--- config.mk ---
export PLATFORM = sky130hd
export DESIGN_NAME = alu_op_sequencer
export DESIGN_NICKNAME = d
export VERILOG_FILES = /design/src/rtl/alu_pkg.sv /design/src/rtl/alu_seq_counter.sv /design/src/rtl/alu_op_sequencer.sv
export SDC_FILE = /design/constraint.sdc
export NUM_CORES = 1
export LEC_CHECK = 0
export CAP_MARGIN = 20
export CORE_MARGIN = 4
export CORE_UTILIZATION = 48
export CTS_BUF_LIST = sky130_fd_sc_hd__clkbuf_4
export CTS_CLUSTER_DIAMETER = 100
export DETAILED_ROUTE_END_ITERATION = 8
export PLACE_DENSITY_LB_ADDON = 0.12
export SLEW_MARGIN = 40
export SYNTH_ARGS = -nofsm -noshare
export SYNTH_HDL_FRONTEND = slang
export SYNTH_SLANG_ARGS = --single-unit
--- constraint.sdc ---
create_clock -name clk -period 2.5 [get_ports clk]
set_input_delay 0.625 -clock clk [delete_from_list [all_inputs] [get_ports clk]]
set_output_delay 0.625 -clock clk [all_outputs]
set_load 0.05 [all_outputs]
--- src/rtl/alu_pkg.sv ---
// Shared ALU definitions: op codes, the shift-op helper and the sequencer state encoding.
// Used by the ALU, the decoder and the multi-cycle sequencer.
package alu_pkg;

  localparam logic [3:0] ALU_ADD  = 4'b0000;
  localparam logic [3:0] ALU_SUB  = 4'b0001;
  localparam logic [3:0] ALU_AND  = 4'b0010;
  localparam logic [3:0] ALU_OR   = 4'b0011;
  localparam logic [3:0] ALU_XOR  = 4'b0100;
  localparam logic [3:0] ALU_SLL  = 4'b0101;
  localparam logic [3:0] ALU_SRL  = 4'b0110;
  localparam logic [3:0] ALU_SRA  = 4'b0111;
  localparam logic [3:0] ALU_SLT  = 4'b1000;
  localparam logic [3:0] ALU_SLTU = 4'b1001;

  typedef enum logic [1:0] {
    ST_IDLE   = 2'd0,
    ST_SINGLE = 2'd1,
    ST_SHIFT  = 2'd2
  } seq_state_e;

  function automatic logic is_shift(input logic [3:0] op);
    return (op == ALU_SLL) || (op == ALU_SRL) || (op == ALU_SRA);
  endfunction

endpackage

--- src/rtl/alu_seq_counter.sv ---
// Loadable down-counter for the remaining single-bit shift steps.
// last_o flags the final step; the count parks at zero instead of wrapping.
module alu_seq_counter #(
  parameter int WIDTH = 5
) (
  input  logic             clk,
  input  logic             rst_n,
  input  logic             load_i,
  input  logic [WIDTH-1:0] load_value_i,
  input  logic             en_i,
  output logic             last_o
);

  logic [WIDTH-1:0] count_q;
  logic [WIDTH-1:0] count_d;

  always_comb begin
    count_d = count_q;
    if (load_i) begin
      count_d = load_value_i;
    end else if (en_i && (count_q != '0)) begin
      count_d = count_q - WIDTH'(1);
    end
  end

  always_ff @(posedge clk or negedge rst_n) begin
    if (!rst_n) begin
      count_q <= '0;
    end else begin
      count_q <= count_d;
    end
  end

  assign last_o = (count_q == WIDTH'(1));

endmodule

--- src/rtl/alu_op_sequencer.sv ---
// Multi-cycle issue controller for the one-bit-per-pass ALU; iterates shifts shamt times.
// Optional build macro ALU_SEQ_ABORT_EN adds an abort input that cancels an in-flight op.
module alu_op_sequencer
  import alu_pkg::*;
#(
  parameter int DATA_WIDTH  = 32,
  parameter int SHAMT_WIDTH = 5
) (
  input  logic                  clk,
  input  logic                  rst_n,
  input  logic                  start,
`ifdef ALU_SEQ_ABORT_EN
  input  logic                  abort,
`endif
  input  logic [3:0]            op,
  input  logic [DATA_WIDTH-1:0] op_a,
  input  logic [DATA_WIDTH-1:0] op_b,
  output logic                  busy,
  output logic                  done,
  output logic [DATA_WIDTH-1:0] result,
  output logic [DATA_WIDTH-1:0] alu_operand_a,
  output logic [DATA_WIDTH-1:0] alu_operand_b,
  output logic [3:0]            alu_control,
  input  logic [DATA_WIDTH-1:0] alu_result
);

  seq_state_e            state_q, state_d;
  logic [3:0]            op_q, op_d;
  logic [DATA_WIDTH-1:0] opA_q, opA_d;
  logic [DATA_WIDTH-1:0] opB_q, opB_d;
  logic [DATA_WIDTH-1:0] acc_q, acc_d;
  logic [DATA_WIDTH-1:0] result_q, result_d;
  logic                  done_q, done_d;

  logic                   cntLoad;
  logic                   cntEn;
  logic                   cntLast;
  logic [SHAMT_WIDTH-1:0] shamt;

  assign shamt = op_b[SHAMT_WIDTH-1:0];

  alu_seq_counter #(
    .WIDTH(SHAMT_WIDTH)
  ) u_counter (
    .clk         (clk),
    .rst_n       (rst_n),
    .load_i      (cntLoad),
    .load_value_i(shamt),
    .en_i        (cntEn),
    .last_o      (cntLast)
  );

  always_comb begin
    state_d       = state_q;
    op_d          = op_q;
    opA_d         = opA_q;
    opB_d         = opB_q;
    acc_d         = acc_q;
    result_d      = result_q;
    done_d        = 1'b0;
    cntLoad       = 1'b0;
    cntEn         = 1'b0;
    alu_operand_a = '0;
    alu_operand_b = '0;
    alu_control   = ALU_ADD;

    case (state_q)
      ST_IDLE: begin
        if (start) begin
          op_d  = op;
          opA_d = op_a;
          opB_d = op_b;
          if (is_shift(op) && (shamt != '0)) begin
            acc_d   = op_a;
            cntLoad = 1'b1;
            state_d = ST_SHIFT;
          end else begin
            state_d = ST_SINGLE;
          end
        end
      end

      // A shift that reaches here has a zero amount, so it degenerates to a + 0.
      ST_SINGLE: begin
        alu_operand_a = opA_q;
        if (is_shift(op_q)) begin
          alu_operand_b = '0;
          alu_control   = ALU_ADD;
        end else begin
          alu_operand_b = opB_q;
          alu_control   = op_q;
        end
        result_d = alu_result;
        done_d   = 1'b1;
        state_d  = ST_IDLE;
      end

      ST_SHIFT: begin
        alu_operand_a = acc_q;
        alu_operand_b = '0;
        alu_control   = op_q;
        acc_d         = alu_result;
        cntEn         = 1'b1;
        if (cntLast) begin
          result_d = alu_result;
          done_d   = 1'b1;
          state_d  = ST_IDLE;
        end
      end

      default: state_d = ST_IDLE;
    endcase

`ifdef ALU_SEQ_ABORT_EN
    if (abort && (state_q != ST_IDLE)) begin
      state_d  = ST_IDLE;
      result_d = result_q;
      done_d   = 1'b0;
      cntEn    = 1'b0;
    end
`endif
  end

  always_ff @(posedge clk or negedge rst_n) begin
    if (!rst_n) begin
      state_q  <= ST_IDLE;
      op_q     <= '0;
      opA_q    <= '0;
      opB_q    <= '0;
      acc_q    <= '0;
      result_q <= '0;
      done_q   <= 1'b0;
    end else begin
      state_q  <= state_d;
      op_q     <= op_d;
      opA_q    <= opA_d;
      opB_q    <= opB_d;
      acc_q    <= acc_d;
      result_q <= result_d;
      done_q   <= done_d;
    end
  end

  assign busy   = (state_q != ST_IDLE);
  assign done   = done_q;
  assign result = result_q;

endmodule

==> results of run 1 <==
[worst paths after layout]
check,endpoint,from
worst min-delay path,result[30]$_DFFE_PN0P_,result[30]$_DFFE_PN0P_
worst max-delay path,alu_operand_b[26],state_q[0]$_DFFE_PN0P_
max in group asynchronous,op_q[3]$_DFFE_PN0P_,rst_n
worst max register to register,result[4]$_DFFE_PN0P_,state_q[0]$_DFFE_PN0P_
worst min register to register,result[30]$_DFFE_PN0P_,result[30]$_DFFE_PN0P_
min in group asynchronous,opB_q[7]$_DFFE_PN0P_,rst_n
[through the flow]
step | hold WS, ns | power [mW] | instances | setup WS (ns)
5_1_grt | 0.523 | 15.1 | 910 | -0.248
4_1_cts | 0.508 | 14.1 | 907 | -0.148
3_3_place_gp | 0.470 | 11.4 | 859 | 0.0542
3_5_place_dp | 0.480 | 11.7 | 859 | 0.0144
2_1_floorplan | 0.329 | 8.47 | 490 | -0.213
6_report | 0.501 | 14.4 | 910 | -0.110
[layer usage]
layer	wire, um	track usage [%]	up-vias
li1	-	-	2204
met1	7050	27.5	2461
met2	9600	40.2	131
met3	958	6.99	26
met4	289	6.70	0
met5	0	0	-
[what timing repair did]
item,4_1_cts,5_1_grt
gates resized for setup,72,45
cloned,4,0
setup buffers,11,3
hold buffers,1,0
setup endpoints to repair,68,68
pin swaps,6,4
endpoints found under the hold margin,20,0
[Yosys cell counts, types with 2 or more instances]
cell type	n	area (um^2)
mux2_2	152	1710
dfrtp_1	140	3500
and2_1	33	206
nor2b_1	33	206
a22oi_1	32	240
buf_2	14	70.1
clkbuf_1	14	52.6
mux2_1	14	158
inv_1	9	33.8
nor2_1	7	26.3
ha_1	5	62.6
o21ai_0	5	25.0
nand2_1	4	15.0
a21oi_1	3	15.0
buf_4	3	22.5
xnor2_1	3	26.3
nand2b_1	2	12.5
nor3_1	2	10.0
[worst max-delay path: stages (launching register included)]
cell	delay, ns
dfrtp_1	0.42
buf_6	0.13
ha_4	0.17
o31a_1	0.12
buf_6	0.15
buf_12	0.14
and2_4	0.17
buf_12	0.14
[flip-flops by register name, summed over array words and instances (netlist names)]
name               cells
done                   1
u_counter.count_q      5
opA_q                 32
opB_q                 32
result                32
acc_q                 32
op_q                   4
state_q                2
[logic make-up after synthesis]
| group | count (synthesis) |
|---|---|
| compound gates | 47 |
| xor+xnor | 3 |
| buf+inv | 41 |
| simple gates | 86 |
| fa+ha+maj | 5 |
| mux | 168 |
| flops | 140 |
[area by class of cell]
| type | count | area, um^2 | area share [%] |
|---|---|---|---|
| clock buffers | 19 | 143 | 1.33 |
| clock inverters | 13 | 221 | 2.07 |
| inverters | 9 | 33.8 | 0.315 |
| multi-input cells | 309 | 3380 | 31.6 |
| flip-flops and latches | 140 | 3500 | 32.7 |
| well taps | 176 | 220 | 2.06 |
| repair buffers | 244 | 3210 | 29.9 |
[where the power goes]
part | internal [mW] | switching, mW
sequential | 3.38 | 0.728
combinational | 4.16 | 4.31
clock | 1.01 | 0.807
total | 8.54 | 5.84
==> key figures, run 1 <==
Place
  • Global placement routability congestion: 0.765
  • Post-DP Area: 9690 um^2
  • HPWL after detailed placement: 12600 um
  • Buffers on Ports: 204

Routing
  • First drt pass iteration count: 4
  • Final wirelength: 17900 um
  • DRT iter0 DRCs: 184
  • Routed vias: 4822
  • WL per Instance: 19.7 um
  • Via/cell ratio: 5.30
  • DRC: 0
  • Routed Antenna Nets: 0

Layout
  • Fillers: 738
  • Fin area: 10700 um^2
  • Synth-to-Final Area Change: 63.5%
  • Fin nets: 829
  • Share of cells above drive strength 1: 54.6%
  • Most frequent cells in the layout: mux2_2 (152), dfrtp_1 (140), clkdlybuf4s50_1 (134)
  • Final Util: 80.6%
  • Commonest non-fill, non-tap cell in the layout: mux2_2
  • Number of diodes: 0

Synth
  • Synthesis-stage register bit count: 140
  • Post-Syn Nets: 598
  • Compound-gate portion of the synthesized area: 5.31%
  • Simple-gate share of the synthesized area: 8.19%
  • XOR/XNOR share of the synthesized area: 0.401%
  • Largest family of logic cells by synthesized area: multiplexers
  • Syn Area/Cell: 13.4 um^2
  • Count of cell types in the netlist: 33
  • Post-synth EDFFs: 0
  • Post-synth top flop: dfrtp_1
  • Ys async rst share: 100%
  • Synth warn: 0
  • Synth Area in Adders: 0.955%
  • Sequential area share after synthesis: 53.5%
  • Syn Inst Count: 490
  • Post-synthesis mux area share: 28.9%
  • Netlist Area Pre-Place: 6550 um^2

Clock network
  • Htree depth: 4
  • CTS tree: yes
  • Clock buffer depth: 2
  • Worst-Skew Late Latency: 0.54 ns
  • Clock sinks: 140
  • Clk Tree Root Cell: clkbuf_4
  • Cts bufs inserted: 17
  • Reg clk slew, reported paths: 0.12 ns

Worst setup path
  • Critical Path Fanout Max: 12
  • CP Capture Type: output pin
  • Reg2Reg Depth: 7
  • Worst endpoint data arrival time: 1.98 ns
  • Worst Path Required: 1.88 ns
  • CP startpoint kind: flop
  • WS Path Type: flop to output pin
  • R2R setup slack: 0.39 ns

Min path
  • Worst hold path depth: 1
  • Hold Crit Class: flop to flop

Global route
  • GR Overflow Total: 0
  • Global-route wire length before repair: 28500 um
  • Vias in the first global route: 5263
  • Gr usage total: 23.0%
  • Initial antenna violation count: 0
  • Largest net degree at the start of global routing: 66

STA
  • Clock skew: 0.0154 ns
  • RSZ-0062 raised after global routing: yes
  • Endpoints failing hold: 0
  • Setup_tns: -5.00 ns
  • Final worst slack: -0.110 ns
  • Max-slew violations: 0
  • Worst slew pin tran: 0.563 ns
  • Max Fclk: 383 MHz
  • Slew HR: 62.3%
  • Fin crit share: 104%
  • Min cycle time layout: 2.61 ns
  • Final setup vio count: 68

Run status
  • Status: complete, but fails checks
  • Violations in the final reports: negative setup slack

Die
  • Area of the core: 13300 um^2
  • Die area: 15600 um^2
  • Chip width: 125 um
  • Site Rows: 42
  • Height of the die: 125 um
  • IO Pins: 205
  • Initial Util: 49.3%

Run
  • Max_cap viols: 0

Power and ir drop
  • Pleak: 4.37 nW
  • P per Cell Area: 1340 nW/um^2
  • Worst IR Drop VDD: 1.12 mV
No activity file was read; power rests on OpenSTA's default activity.
==> run 2: changes to the inputs <==
--- a/config.mk
+++ b/config.mk
@@ -7,10 +7,11 @@
 export LEC_CHECK = 0
 export CAP_MARGIN = 20
 export CORE_MARGIN = 4
-export CORE_UTILIZATION = 48
+export CORE_UTILIZATION = 60
 export CTS_BUF_LIST = sky130_fd_sc_hd__clkbuf_4
 export CTS_CLUSTER_DIAMETER = 100
 export DETAILED_ROUTE_END_ITERATION = 8
+export DONT_BUFFER_PORTS = 1
 export PLACE_DENSITY_LB_ADDON = 0.12
 export SLEW_MARGIN = 40
 export SYNTH_ARGS = -nofsm -noshare
==> run 2 against run 1 <==
Effect of this change:
- the run ends with negative hold slack, negative setup slack left
- non-clock buffer count fell by 122
- total power fell by 7.5%
- routed wire length increased by 6.6%
- global-route usage rose by 6.8 points
- sequential cell count is the same
- die area shrank 19%
- clock power shrank 18%
- core utilization grew 7.0 points
- sequential share of layout area rose by 5.6 points
- via count down 5.4%
- combinational power fell by 21%
- critical endpoint is now alu_operand_a[27]
- largest power group unchanged
- highest routed layer unchanged
==> key figures, run 2 (same netlist as run 1, synthesis figures left out) <==
Clock network
  • Clock sinks: 140 (unchanged)
  • Cts bufs inserted: 17 (unchanged)
  • CTS tree: yes
  • Clock buffer depth: 2 (unchanged)
  • Worst-Skew Late Latency: 0.56 ns (+0.02 ns)
  • Clk Tree Root Cell: clkbuf_4
  • Htree depth: 4 (unchanged)
  • Reg clk slew, reported paths: 0.13 ns (about the same)

Worst setup path
  • CP max stage delay: 0.46 ns (+0.04 ns)
  • CP startpoint kind: flop
  • Slowest-stage cell, CP: dfrtp_1
  • CP Capture Type: output pin
  • Crit-path most repeated cell: buf_12
  • Critical Path Fanout Max: 35 (+23)
  • CP bufs+invs: 3 (-1)
  • WS Path Type: flop to output pin
  • Reg2Reg Depth: 10 (+3)
  • Worst endpoint data arrival time: 2.09 ns (+0.11 ns)
  • Worst Path Required: 1.88 ns (about the same)
  • CP Cell Sequence: buf_6, ha_4, buf_12, a22oi_1, nor2b_2, buf_12
  • CP Depth: 6 (-1)
  • CP top delay family: buffers and inverters

Run status
  • Status: complete, but fails checks
  • Violations in the final reports: negative hold slack, negative setup slack

Place
  • Buffers on Ports: 0 (-100%)
  • Placed cells: 680 (-21%)
  • Global placement routability congestion: 0.785 (+2.6%)
  • HPWL after detailed placement: 11700 um (-7.3%)

STA
  • Fin crit share: 109% (+4.2 points)
  • Max Fclk: 368 MHz (-3.8%)
  • Worst slew pin tran: 0.542 ns (-0.0217 ns)
  • RSZ-0062 raised after global routing: yes
  • Final worst slack: -0.214 ns (-0.104 ns)
  • Final setup vio count: 68 (unchanged)
  • Max-slew violations: 0 (unchanged)
  • Min cycle time layout: 2.71 ns (+0.104 ns)
  • Endpoints failing hold: 140 (+140)
  • Worst hold slack: -0.253 ns (-0.754 ns)
  • Setup_tns: -10.36 ns (-5.37 ns)
  • Slew HR: 63.9% (+1.6 points)
  • Clock skew: 0.0290 ns (+0.0137 ns)

Die
  • Area of the core: 10500 um^2 (-21%)
  • IO Pins: 205 (unchanged)
  • Die area: 12700 um^2 (-19%)
  • Initial Util: 62.6% (+13 points)
  • Site Rows: 37 (-12%)
  • Chip width: 113 um (-9.9%)
  • Height of the die: 113 um (-9.9%)

Routing
  • Routed vias: 4563 (-5.4%)
  • DRT iter0 DRCs: 282 (+53%)
  • First drt pass iteration count: 4 (unchanged)
  • Routed Antenna Nets: 0 (unchanged)
  • WL per Instance: 25.5 um (+30%)
  • Via/cell ratio: 6.09 (+15%)
  • DRC: 0 (unchanged)
  • Final wirelength: 19100 um (+6.6%)

Global route
  • Gr usage total: 29.9% (+6.8 points)
  • Vias in the first global route: 5082 (-3.4%)
  • Largest net degree at the start of global routing: 141 (+110%)
  • Initial antenna violation count: 0 (unchanged)
  • Global-route wire length before repair: 28900 um (+1.5%)
  • GR Overflow Total: 0 (unchanged)

Run
  • Max_cap viols: 0 (unchanged)

Power and ir drop
  • Worst IR Drop VDD: 0.881 mV (-21%)
  • Pleak: 3.80 nW (-13%)
  • Total power: 13.3 mW (-7.5%)
  • P per Cell Area: 1450 nW/um^2 (+8.2%)

Layout
  • Share of cells above drive strength 1: 65.3% (+11 points)
  • Most frequent cells in the layout: mux2_2 (152), dfrtp_1 (140), buf_12 (72)
  • Number of diodes: 0 (unchanged)
  • Commonest non-fill, non-tap cell in the layout: mux2_2
  • Fin nets: 708 (-15%)
  • Post-layout instance count excluding filler cells: 749 (-18%)
  • Synth-to-Final Area Change: 39.8%

Min path
  • Hold Crit Class: input port to async pin
## run 2: area by class of cell
| class | instances | area [um^2] |
|---|---|---|
| clock buffer | 18 | 135 |
| clock inverter | 14 | 145 |
| fill | 454 | 1310 |
| inverter | 9 | 33.8 |
| multi-input combinational | 310 | 3200 |
| sequential | 140 | 3500 |
| tap | 136 | 170 |
| timing repair buffer | 122 | 1970 |
## run 2: final timing paths
check / from / endpoint / slack (ns)
setup / recovery: state_q[0]$_DFFE_PN0P_ / alu_operand_a[27] / -0.21
hold / removal: rst_n / opB_q[9]$_DFFE_PN0P_ / -0.25
setup reg to reg: state_q[0]$_DFFE_PN0P_ / acc_q[25]$_DFFE_PN0P_ / 0.16
hold reg to reg: opA_q[14]$_DFFE_PN0P_ / opA_q[14]$_DFFE_PN0P_ / 0.52
max in group asynchronous: rst_n / acc_q[12]$_DFFE_PN0P_ / 2.53
min in group clk: alu_result[1] / result[1]$_DFFE_PN0P_ / 0.19
## run 2: power by group
part	switching (mW)	internal, mW	total, mW
sequential	1.79	3.36	5.15
clock	0.878	0.604	1.48
combinational	3.18	3.50	6.68
## run 2: repair_timing
| action | CTS | global route |
|---|---|---|
| cloned | 5 | 4 |
| setup endpoints to repair | 68 | 77 |
| pin swaps | 28 | 6 |
| hold endpoints to repair | 140 | 140 |
| setup buffers | 19 | 9 |
| resized for setup | 74 | 11 |
## run 2: metal layers
metal  up-vias  track usage (%)  wire [um]
li1       1958                -          -
met1      2353             33.8       6930
met2       208             52.3      10100
met3        44             10.6       1510
met4         0             10.8        560
met5         -                0          0
## run 2: stage by stage
step / util [%] / setup slack (ns) / cell area, um^2
floorplan: - / -0.213 / 6630
global placement: 78.2 / 0.245 / 8190
detailed placement: 78.2 / 0.231 / 8190
CTS: 85.4 / -0.113 / 8940
global route: 87.5 / -0.259 / 9160
finish: 87.5 / -0.214 / 9160
==> run 3: changes to the inputs <==
--- a/config.mk
+++ b/config.mk
@@ -7,7 +7,7 @@
 export LEC_CHECK = 0
 export CAP_MARGIN = 20
 export CORE_MARGIN = 4
-export CORE_UTILIZATION = 60
+export CORE_UTILIZATION = 42
 export CTS_BUF_LIST = sky130_fd_sc_hd__clkbuf_4
 export CTS_CLUSTER_DIAMETER = 100
 export DETAILED_ROUTE_END_ITERATION = 8
==> run 3 against run 2 <==
Effect of this change:
- the flow still finishes with violations (negative hold slack, negative setup slack)
- fmax up 3.4%
- sequential power down 1%
- final area up 4.5%
- count of clock-buffer cells in the layout down 1
- total power up 3.6%
- setup slack better by 0.089 ns
- clock power up 16%
- first-iteration DRC count down 44%
- via count down 6.3%
==> key figures, run 3 (same netlist as run 1, synthesis figures left out) <==
Layout
  • Most frequent cells in the layout: mux2_2 (152), dfrtp_1 (140), buf_12 (72)
  • Synth-to-Final Area Change: 46.1%
  • Number of diodes: 0 (unchanged)
  • Commonest non-fill, non-tap cell in the layout: mux2_2
  • Fin area: 9570 um^2 (+4.5%)
  • Fin nets: 712 (+0.56%)
  • Share of cells above drive strength 1: 68.9% (+3.6 points)

STA
  • Endpoints failing hold: 140 (unchanged)
  • Min cycle time layout: 2.62 ns (-0.0893 ns)
  • Fin crit share: 105% (-3.6 points)
  • Final setup vio count: 67 (-1.5%)
  • Max Fclk: 381 MHz (+3.4%)
  • Slew HR: 62.4% (-1.5 points)
  • RSZ-0062 raised after global routing: yes
  • Worst hold slack: -0.238 ns (+0.0155 ns)
  • Worst slew pin tran: 0.564 ns (+0.0228 ns)
  • Clock skew: 0.0127 ns (-0.0164 ns)
  • Final worst slack: -0.125 ns (+0.0893 ns)
  • Max-slew violations: 0 (unchanged)

Min path
  • Hold Crit Class: input port to async pin

Worst setup path
  • R2R setup slack: 0.39 ns (+0.23 ns)
  • CP top delay family: buffers and inverters
  • CP Capture Type: output pin
  • CP Cell Sequence: inv_2, ha_4, o31a_1, buf_12, clkbuf_16, and2_4, buf_12
  • Worst Path Required: 1.88 ns (about the same)
  • CP max stage delay: 0.42 ns (-0.04 ns)
  • CP startpoint kind: flop
  • Reg-to-Reg Start: state_q[0]$_DFFE_PN0P_
  • WS Path Type: flop to output pin
  • CP bufs+invs: 4 (+1)
  • RR Endpoint: acc_q[3]$_DFFE_PN0P_
  • Crit-path most repeated cell: buf_12
  • Critical Path Fanout Max: 8 (-77%)
  • Slowest-stage cell, CP: dfrtp_1
  • Reg2Reg Depth: 8 (-2)
  • Worst endpoint data arrival time: 2.00 ns (-0.09 ns)

Place
  • Buffers on Ports: 0 (unchanged)
  • Global placement routability congestion: 0.754 (-3.9%)
  • HPWL after detailed placement: 11300 um (-3.0%)
  • Post-DP Area: 8300 um^2 (+1.3%)

Global route
  • GR Overflow Total: 0 (unchanged)
  • Gr usage total: 19.9% (-10 points)
  • Initial antenna violation count: 0 (unchanged)
  • Global-route wire length before repair: 27200 um (-5.7%)
  • Vias in the first global route: 4712 (-7.3%)
  • Largest net degree at the start of global routing: 141 (unchanged)

Routing
  • First drt pass iteration count: 4 (unchanged)
  • M1 WL: 7300 um (+5.4%)
  • DRT iter0 DRCs: 157 (-44%)
  • Max Used Layer: met4
  • Via/cell ratio: 5.16 (-15%)
  • WL per Instance: 21.2 um (-17%)
  • Final wirelength: 17600 um (-7.9%)
  • Met2 wire length: 8890 um (-12%)
  • DR WL met3: 1200 um (-20%)
  • DRC: 0 (unchanged)
  • Routed Antenna Nets: 0 (unchanged)
  • Routed vias: 4276 (-6.3%)

Clock network
  • Htree depth: 4 (unchanged)
  • Clock sinks: 140 (unchanged)
  • Clock buffer depth: 2 (unchanged)
  • Worst-Skew Late Latency: 0.54 ns (-0.02 ns)
  • CTS tree: yes
  • Clk Tree Root Cell: clkbuf_4
  • Cts bufs inserted: 17 (unchanged)
  • Reg clk slew, reported paths: 0.13 ns (about the same)

Power and ir drop
  • Pleak: 3.91 nW (+2.9%)
  • P per Cell Area: 1440 nW/um^2 (-0.89%)
  • Worst IR Drop VDD: 0.867 mV (-1.7%)
  • Total power: 13.8 mW (+3.6%)

Run status
  • Violations in the final reports: negative hold slack, negative setup slack
  • Status: complete, but fails checks

Die
  • IO Pins: 205 (unchanged)
  • Initial Util: 42.9% (-20 points)
  • Die area: 17700 um^2 (+40%)
  • Area of the core: 15300 um^2 (+46%)
  • Height of the die: 133 um (+18%)
  • Chip width: 133 um (+18%)
  • Site Rows: 45 (+22%)

Run
  • Max_cap viols: 0 (unchanged)
==> run 3: metal layers <==
layer	vias up	global-route usage [%]
li1	1979	-
met4	0	5.08
met3	14	6.73
met2	125	33.0
met1	2158	24.9
met5	-	0
==> run 3: report_power, final <==
group,leakage (nW),switching [mW],internal [mW]
registers,1.65,1.74,3.36
logic,2.09,3.18,3.80
clock network,0.167,0.899,0.810
==> run 3: per-stage QoR <==
| step | setup slack, ns | setup TNS, ns | hold slack (ns) | cells | util (%) |
|---|---|---|---|---|---|
| global placement | 0.204 | 0 | 0.335 | 755 | 54.4 |
| CTS | -0.190 | -9.67 | -0.298 | 814 | 61.4 |
| floorplan | -0.213 | -0.638 | 0.329 | 490 | - |
| global route | -0.239 | -13.40 | -0.304 | 828 | 62.7 |
| finish | -0.125 | -5.76 | -0.238 | 828 | 62.7 |
| detailed placement | 0.152 | 0 | 0.335 | 755 | 54.4 |
==> run 3: area by class of cell <==
cell class / instances / area [um^2]
fillers: 1175 / 5680
flip-flops and latches: 140 / 3500
multi-input cells: 309 / 3320
repair buffers: 127 / 2110
well taps: 211 / 264
clock inverters: 15 / 214
clock buffers: 17 / 128
inverters: 9 / 33.8
==> run 3: what timing repair did <==
item,in CTS,in global routing
buffers inserted,22,12
gates resized for setup,105,11
setup endpoints to repair,68,68
gates cloned,6,3
endpoints found under the hold margin,140,140
pin swaps,20,29
==> run 3: worst reg2reg max path, stage by stage (launching register included) <==
cell       delay, ns
dfrtp_1         0.45
inv_2           0.12
ha_4            0.18
buf_6           0.14
buf_6           0.11
buf_4           0.16
o2bb2ai_4       0.13
buf_4           0.32
mux2_2          0.41
==> run 3: worst max path at each step <==
| stage | from | end | slack [ns] | cells past startpoint |
|---|---|---|---|---|
| after CTS | state_q[0]$_DFFE_PN0P_ | alu_operand_a[8] | -0.19 | 7 |
| after floorplan | state_q[0]$_DFFE_PN0P_ | alu_control[0] | -0.21 | 7 |
| after global routing | state_q[1]$_DFFE_PN0P_ | alu_operand_b[0] | -0.24 | 7 |
| after global placement | state_q[1]$_DFFE_PN0P_ | alu_operand_a[19] | 0.20 | 5 |
| after detailed placement | state_q[1]$_DFFE_PN0P_ | alu_operand_a[19] | 0.15 | 5 |
| final | state_q[1]$_DFFE_PN0P_ | alu_operand_b[6] | -0.12 | 7 |
